### src/rtl/rb_write_queue.sv
// rb_write_queue
//   Writer-side front end for the 32x32 register bank. Write requests from the
//   writeback path are buffered in a small FIFO. The FIFO drains into the bank's
//   EnW/AW/DW port at most once per clock. Two combinational forwarding lookups
//   let readers see values that are still pending and not yet in the bank.
//
// Ports
//   clk, rst_n                 clock and asynchronous active-low reset
//   wr_valid/wr_ready          request handshake (wr_ready = count < DEPTH)
//   wr_addr/wr_data            destination register and value
//   hold                       1 = stop draining; pushes are still accepted
//   rb_en/rb_addr/rb_data      registered bank write port (rb_en is a 1-cycle pulse)
//   lkN_addr/lkN_hit/lkN_data  forwarding lookups (youngest pending value, 0 on miss)
//   count                      number of entries currently queued

module rb_write_queue #(
  parameter int DEPTH = 4,
  parameter int A_W   = 5,
  parameter int D_W   = 32
) (
  input  logic                     clk,
  input  logic                     rst_n,
  input  logic                     wr_valid,
  output logic                     wr_ready,
  input  logic [A_W-1:0]           wr_addr,
  input  logic [D_W-1:0]           wr_data,
  input  logic                     hold,
  output logic                     rb_en,
  output logic [A_W-1:0]           rb_addr,
  output logic [D_W-1:0]           rb_data,
  input  logic [A_W-1:0]           lk1_addr,
  output logic                     lk1_hit,
  output logic [D_W-1:0]           lk1_data,
  input  logic [A_W-1:0]           lk2_addr,
  output logic                     lk2_hit,
  output logic [D_W-1:0]           lk2_data,
  output logic [$clog2(DEPTH):0]   count
);

  localparam int PTR_W = $clog2(DEPTH);
  localparam int CNT_W = PTR_W + 1;

  logic [A_W-1:0]   addr_q [DEPTH];
  logic [D_W-1:0]   data_q [DEPTH];

  logic [PTR_W-1:0] rd_ptr_q, rd_ptr_d;
  logic [PTR_W-1:0] wr_ptr_q, wr_ptr_d;
  logic [CNT_W-1:0] count_q, count_d;
  logic             rb_en_q, rb_en_d;
  logic [A_W-1:0]   rb_addr_q, rb_addr_d;
  logic [D_W-1:0]   rb_data_q, rb_data_d;

  logic             push, pop;
  logic [PTR_W-1:0] lk_idx;

  // No full bypass: a pop in the same cycle does not make room for a push.
  assign wr_ready = (count_q != CNT_W'(DEPTH));
  assign push     = wr_valid & wr_ready;
  assign pop      = (count_q != '0) & ~hold;

  always_comb begin
    rd_ptr_d  = rd_ptr_q;
    wr_ptr_d  = wr_ptr_q;
    count_d   = count_q;
    rb_en_d   = pop;
    rb_addr_d = rb_addr_q;
    rb_data_d = rb_data_q;
    if (push) begin
      wr_ptr_d = wr_ptr_q + PTR_W'(1);
    end
    if (pop) begin
      rd_ptr_d  = rd_ptr_q + PTR_W'(1);
      rb_addr_d = addr_q[rd_ptr_q];
      rb_data_d = data_q[rd_ptr_q];
    end
    case ({push, pop})
      2'b10:   count_d = count_q + CNT_W'(1);
      2'b01:   count_d = count_q - CNT_W'(1);
      default: count_d = count_q;
    endcase
  end

  always_ff @(posedge clk or negedge rst_n) begin
    if (!rst_n) begin
      rd_ptr_q  <= '0;
      wr_ptr_q  <= '0;
      count_q   <= '0;
      rb_en_q   <= 1'b0;
      rb_addr_q <= '0;
      rb_data_q <= '0;
    end else begin
      rd_ptr_q  <= rd_ptr_d;
      wr_ptr_q  <= wr_ptr_d;
      count_q   <= count_d;
      rb_en_q   <= rb_en_d;
      rb_addr_q <= rb_addr_d;
      rb_data_q <= rb_data_d;
    end
  end

  // Storage needs no reset: only slots covered by count are ever read.
  always_ff @(posedge clk) begin
    if (push) begin
      addr_q[wr_ptr_q] <= wr_addr;
      data_q[wr_ptr_q] <= wr_data;
    end
  end

  // Scan from oldest to youngest so the last match wins. The output stage is
  // older than every queued entry, so it seeds the result.
  always_comb begin
    lk_idx   = '0;
    lk1_hit  = rb_en_q && (rb_addr_q == lk1_addr);
    lk1_data = lk1_hit ? rb_data_q : '0;
    lk2_hit  = rb_en_q && (rb_addr_q == lk2_addr);
    lk2_data = lk2_hit ? rb_data_q : '0;
    for (int i = 0; i < DEPTH; i++) begin
      lk_idx = rd_ptr_q + PTR_W'(i);
      if (CNT_W'(i) < count_q) begin
        if (addr_q[lk_idx] == lk1_addr) begin
          lk1_hit  = 1'b1;
          lk1_data = data_q[lk_idx];
        end
        if (addr_q[lk_idx] == lk2_addr) begin
          lk2_hit  = 1'b1;
          lk2_data = data_q[lk_idx];
        end
      end
    end
  end

  assign rb_en   = rb_en_q;
  assign rb_addr = rb_addr_q;
  assign rb_data = rb_data_q;
  assign count   = count_q;

endmodule
### config.mk
export PLATFORM = sky130hd
export DESIGN_NAME = rb_write_queue
export DESIGN_NICKNAME = d
export VERILOG_FILES = /design/src/rtl/rb_write_queue.sv
export SDC_FILE = /design/constraint.sdc
export NUM_CORES = 1
export LEC_CHECK = 0
export CAP_MARGIN = 5
export CORE_UTILIZATION = 35
export CTS_BUF_LIST = sky130_fd_sc_hd__clkbuf_2 sky130_fd_sc_hd__clkbuf_4 sky130_fd_sc_hd__clkbuf_8
export CTS_CLUSTER_DIAMETER = 150
export DETAILED_ROUTE_END_ITERATION = 7
export HOLD_SLACK_MARGIN = 0.08
export PLACE_DENSITY_LB_ADDON = 0.1
export SKIP_LAST_GASP = 1
export SYNTH_ARGS = -nofsm -noshare
export SYNTH_HDL_FRONTEND = slang
export SYNTH_SLANG_ARGS = --single-unit
### constraint.sdc
create_clock -name clk -period 3.6 [get_ports clk]
set_clock_uncertainty 0.15 [all_clocks]
set_input_delay 0.72 -clock clk [delete_from_list [all_inputs] [get_ports clk]]
set_output_delay 0.72 -clock clk [all_outputs]
set_load 0.01 [all_outputs]
**After elaboration in Yosys (flattened, before gate mapping)**

Memory sizes are Yosys's and may differ from the RTL's.
Index checks and enable logic that the tools add are counted.

- Muxes and demuxes: 37
- Order comparisons: 4
- Reduce and logical (&&, ||, !) cells: 4
- Bitwise gates (word level): 3
- Equal/unequal tests: 13
- Add/sub/neg operators: 6

Operator list:

| operator | number |
|---|---|
| 32-bit 2-to-1 mux | 18 |
| 5-bit equality test | 10 |
| 1-bit 2-to-1 mux | 18 |
| 1-bit by 3-bit < comparator with 1-bit output, first input constant | 2 |
| 2-bit by 3-bit < comparator with 1-bit output, first input constant | 2 |
| 3-bit one-hot mux with 2 select lines | 1 |
| 2-bit by 1-bit adder with 2-bit output, second input constant | 2 |
| 2-bit adder, second input constant | 2 |
| 3-bit by 1-bit adder with 3-bit output, second input constant | 1 |
| 3-bit != test, second input constant | 1 |
| 3-bit nonzero test | 1 |
| 3-bit by 1-bit subtractor with 3-bit output, second input constant | 1 |
| 1-bit AND | 2 |
| 2-bit by 1-bit equality test with 1-bit output, second input constant | 1 |
| 2-bit equality test, second input constant | 1 |
| 1-bit logical AND | 2 |
| 2-bit nonzero test | 1 |
| 1-bit inverter | 1 |

- Bits of input ports: 51
- Register bits: 45
- Logic and storage cells: 75
- Memories: 2
- RAM bits: 148
- Output and inout bits: 108

Memory list:

| memory | depth | width | read ports | clocked after memory_dff | wr ports | line | RTL |
|---|---|---|---|---|---|---|---|
| data_q | 4 | 32 | 4 | 0 | 1 | 44 | `logic [D_W-1:0] data_q [DEPTH];` |
| addr_q | 4 | 5 | 4 | 0 | 1 | 43 | `logic [A_W-1:0] addr_q [DEPTH];` |

**Logic depth before layout (Yosys ltp)**

- Depth in word-level cells: 11
- Gate-level depth with buffers: 12
- Mapped depth without buffers: 9

**Worst setup path after synthesis**

Ideal clock, no wire load.

- Kind: input to output
- Start point: input lk1_addr[2]
- End point: output lk1_data[4]
- Stages: 10
- Arrival: 2567 ps
- Path slack: 163 ps
- Cell sequence: clkbuf_1 -> xor2_1 -> nor4_1 -> and3_1 -> clkbuf_1 -> clkbuf_1 -> nand2_1 -> mux2i_1 -> mux2i_1 -> a21oi_1

- Longest elaborated chain between the ends: 11

Ends and longest elaborated chain:

| item | line | RTL |
|---|---|---|
| start, declared | 31 | `input logic [A_W-1:0] lk1_addr,` |
| 5-bit equality test | 113 | `lk1_hit = rb_en_q && (rb_addr_q == lk1_addr);` |
| 1-bit logical AND | 113 |  |
| 32-bit 2-to-1 mux | 114 | `lk1_data = lk1_hit ? rb_data_q : '0;` |
| 32-bit 2-to-1 mux | 120 | `if (addr_q[lk_idx] == lk1_addr) begin` |
| 32-bit 2-to-1 mux | 119 | `if (CNT_W'(i) < count_q) begin` |
| 32-bit 2-to-1 mux | 120 |  |
| 32-bit 2-to-1 mux | 119 |  |
| 32-bit 2-to-1 mux | 120 |  |
| 32-bit 2-to-1 mux | 119 |  |
| 32-bit 2-to-1 mux | 120 |  |
| 32-bit 2-to-1 mux (*) | 119 |  |
| end, declared | 33 | `output logic [D_W-1:0] lk1_data,` |

Every way passes the cells marked *; elsewhere a longest branch is shown, timed or not.

**Final worst setup path**

- Start point: register rd_ptr_q[0]
- End point: output lk2_data[20]

- Longest elaborated chain between the ends: 10

Ends and longest elaborated chain:

| item | line | RTL |
|---|---|---|
| start, declared | 46 | `logic [PTR_W-1:0] rd_ptr_q, rd_ptr_d;` |
| start signal, assigned | 92 | `rd_ptr_q <= rd_ptr_d;` |
| parallel branches: the longest is 9 deep, another holds memory 4 x 5 bit | - |  |
| 32-bit 2-to-1 mux (*) | 119 |  |
| end, declared | 36 | `output logic [D_W-1:0] lk2_data,` |

Mark *: on every way between the ends.

==> out/qor.csv <==
stage,metric,value,unit
sta,layout_setup_ws,-804,ps
finish,syn2layout_area_growth,37.9,%
flow_run,cap_viol_max_count,0,
pwr,swShare,42.4,%
clock_network,clk_latency,500,ps
place,place_congestion,0.863,
clock_network,cts_buffers,17,
finish,drive_above_1_share,38.4,%
finish,diodes,0,
floorplan,die_w,194,um
floorplan,initial_core_util,35.5,%
sta,rsz0062_at_grt,true,
synthesis,synth_flop_cell,edfxtp_1,
critical_path,critPathLaunchType,register,
synthesis,yosys_warnings,0,
global_route,grt_pass1_wl,63000,um
pwr,p_seq_share,25.3,%
critical_path,worst-path-buf-inv,4,
critical_path,reg2reg_to,rb_data[27]$_DFFE_PN0P_,
clock_network,cts-root-buf,clkbuf_8,
hold_path,min_path_type,reg2reg,
hold_path,holdCritStartpoint,rb_data[11]$_DFFE_PN0P_,
synthesis,ys_types,49,
pwr,power,14.3,mW
detailed_routing,drtAntennaViolNets,0,
pwr,internal-power,8.21,mW
synthesis,netlist_instances,1103,
critical_path,r2r-start,rd_ptr_q[0]$_DFFE_PN0P_,
clock_network,cts_buffer_depth,2,
sta,finalSetupViolCount,66,
critical_path,worst-path-max-fanout,8,
pwr,pwr-share-comb,64.4,%
sta,max_freq,227,MHz
synthesis,synthTopCellsByArea,"edfxtp_1 34%, mux4_2 17%, dfrtp_1 8.7%, mux2i_1 6.7%, nand2_1 4.3%",
sta,min_period,4400,ps
detailed_routing,dr_total_vias,10585,
critical_path,cp.depth,11,
detailed_routing,totalWireLength,42300,um
critical_path,required,2730,ps
floorplan,row_count,70,
sta,final-max-slew-violation-count,0,
synthesis,syn-cell-area,12900,um^2
run_status,violations,"DRC, setup timing",
synthesis,syn_avg_cell_area,11.7,um^2
critical_path,cp_common_cell,buf_6,
global_route,antenna_found_initial,2,
finish,fin_nets,1456,
hold_path,hold_path_end,rb_data[11]$_DFFE_PN0P_,
finish,final_cell_mix,"149 x buf_4, 148 x nand2_1, 148 x edfxtp_1",
synthesis,postSynth.asyncResetShare,23.3,%
floorplan,core_area,36500,um^2
detailed_routing,drc,1,
sta,fin_crit_sh,122,%
global_route,grt_start_max_net_pins,111,
finish,layout.cells.non_filler,1876,
global_route,grt-ovfl-total,0,
synthesis,yosysTopAreaCell,edfxtp_1,
critical_path,cp_data_arrival_time,3530,ps
sta,slew_headroom,52.4,%
pwr,power.switching,6.05,mW
global_route,grt_use_total,22.2,%
clock_network,clock-sinks,193,
global_route,grt_pass1_vias,10446,
place,io_buffers,158,
critical_path,crit_path_end_kind,output pin,
sta,tightest_slew,714,ps
critical_path,path_cells,"mux4_2, xor2_4, nor4_4, buf_4, a21oi_4, buf_6, buf_6, a221oi_4, nor3_2, a221o_1, buf_2",
pwr,p_per_area,798,nW/um^2
detailed_routing,wl_per_cell,22.5,um
critical_path,slowest_stage,mux4_2,
pwr,peakVddDrop,0.000444,V
pwr,p_leak,6.69,nW
critical_path,ff2ff_setup_slack,1010,ps
synthesis,ys_seq_area_share,43.0,%
run_status,outcome,"complete, but fails checks",
floorplan,die_area,37800,um^2
detailed_routing,vias_per_cell,5.64,
critical_path,critPathTopFamily,compound AO/OA/AOI/OAI gates,
sta,hold_viol_final,0,
critical_path,crit_path_max_incr_delay,620,ps
hold_path,min_path_cells,2,
clock_network,path_clk_slew,110,ps
synthesis,synth_top_area_share,34.3,%
place,placed_area,16300,um^2
synthesis,ys_ff_latch,193,
synthesis,synth_edf_count,148,
place,dp_cells,1795,
finish,fin_area,17900,um^2
detailed_routing,drt-initial-drc-count,635,
finish,mostFrequentLayoutCell,buf_4,
critical_path,reg2reg_depth,7,
clock_network,cts_tree,built,
detailed_routing,firstDrtPassIters,7,
pwr,p_clk_share,10.3,%
clock_network,htreeDepth,4,
floorplan,die_h,194,um
critical_path,criticalPathCategory,reg2out,
floorplan,ioPinCount,159,
synthesis,syn_nets,1163,
place,dpl.hpwl,28500,um
[cell usage after synthesis (10+ instances only)]
cell,n
a31oi_1,10
o31ai_1,30
xor2_1,24
mux2i_1,87
mux2_1,13
o22ai_1,18
o21ai_0,22
o2111ai_1,13
buf_2,28
mux4_2,95
o21ai_1,11
nand2_1,150
a22oi_1,30
a221oi_1,22
buf_4,14
o221a_1,13
a21oi_1,54
xnor2_1,39
nor2_1,51
a211oi_1,14
dfrtp_1,45
and2_1,17
edfxtp_1,148
a21o_1,11
clkbuf_1,55
[logic make-up after synthesis]
kind of cell	count (synthesis)	share of synthesized area [%]
and+or+nand+nor	271	9.39
AOI/OAI and AO/OA	256	13.7
muxes	197	24.6
DFF	193	43.0
buffers and inverters	114	4.21
xor gates and xnor gates	63	4.26
adders and majority gates	9	0.870
[flip-flops by register name, indices dropped and copies added, names as in the netlist]
signal / count
wr_ptr_q: 2
rb_addr: 5
count: 3
rb_data: 32
data_q: 128
rd_ptr_q: 2
addr_q: 20
rb_en: 1
[tightest hold or removal path: cells and delay by family, from the launching register on]
family	cells	cell delay, ps
flip-flops	1	420
AND/OR/NAND/NOR	2	120
[cell type report]
type / instances / area (um^2)
fill: 3298 / 18700
multi-input combinational: 796 / 7630
tap: 468 / 586
sequential: 193 / 5580
inverter: 8 / 30.0
timing repair buffer: 380 / 3650
clock inverter: 11 / 133
clock buffer: 20 / 256
[layer usage]
metal | track usage, % | up-vias | share of wire [%]
met1 | 30.5 | 5366 | 46
li1 | - | 4879 | -
met5 | 0 | - | 0.071
met3 | 3.64 | 59 | 3.9
met2 | 36.4 | 277 | 48
met4 | 5.94 | 4 | 2.4
[power by group through the flow]
stage | clock network, mW | logic [mW] | registers [mW]
CTS | 1.51 | 8.64 | 3.60
detailed placement | 0 | 8.49 | 3.66
global placement | 0 | 8.45 | 3.64
floorplan | 0 | 5.00 | 3.55
global route | 1.58 | 9.87 | 3.69
finish | 1.47 | 9.18 | 3.61
[worst max path at each step]
| stage | slack (ps) | startpoint | endpoint |
|---|---|---|---|
| after floorplan | 160 | lk1_addr[2] | lk1_data[4] |
| after global placement | -1220 | lk2_addr[0] | lk2_data[5] |
| after detailed placement | -1100 | lk2_addr[0] | lk2_data[5] |
| after CTS | -1100 | rd_ptr_q[0]$_DFFE_PN0P_ | lk1_data[2] |
| after global routing | -910 | rd_ptr_q[0]$_DFFE_PN0P_ | lk2_data[20] |
| final | -800 | rd_ptr_q[0]$_DFFE_PN0P_ | lk2_data[20] |
[through the flow]
stage	worst slack [ps]	util (%)	hold WS [ps]	setup TNS, ps
after floorplan	163	-	274	0
after detailed placement	-1100	44.7	367	-57780
after global placement	-1220	44.7	363	-62180
final	-804	48.9	415	-43850
after CTS	-1100	46.6	396	-58320
after global routing	-913	48.9	446	-53040
[timing repair]
| action | in CTS | in global routing |
|---|---|---|
| cloned | 3 | 3 |
| resized for setup | 119 | 285 |
| pin swaps | 20 | 76 |
| setup buffers | 12 | 39 |
| endpoints found under the setup margin | 66 | 66 |
| hold endpoints to repair | 15 | 0 |
| hold buffers | 1 | 0 |
(Power assumes the default switching activity.)
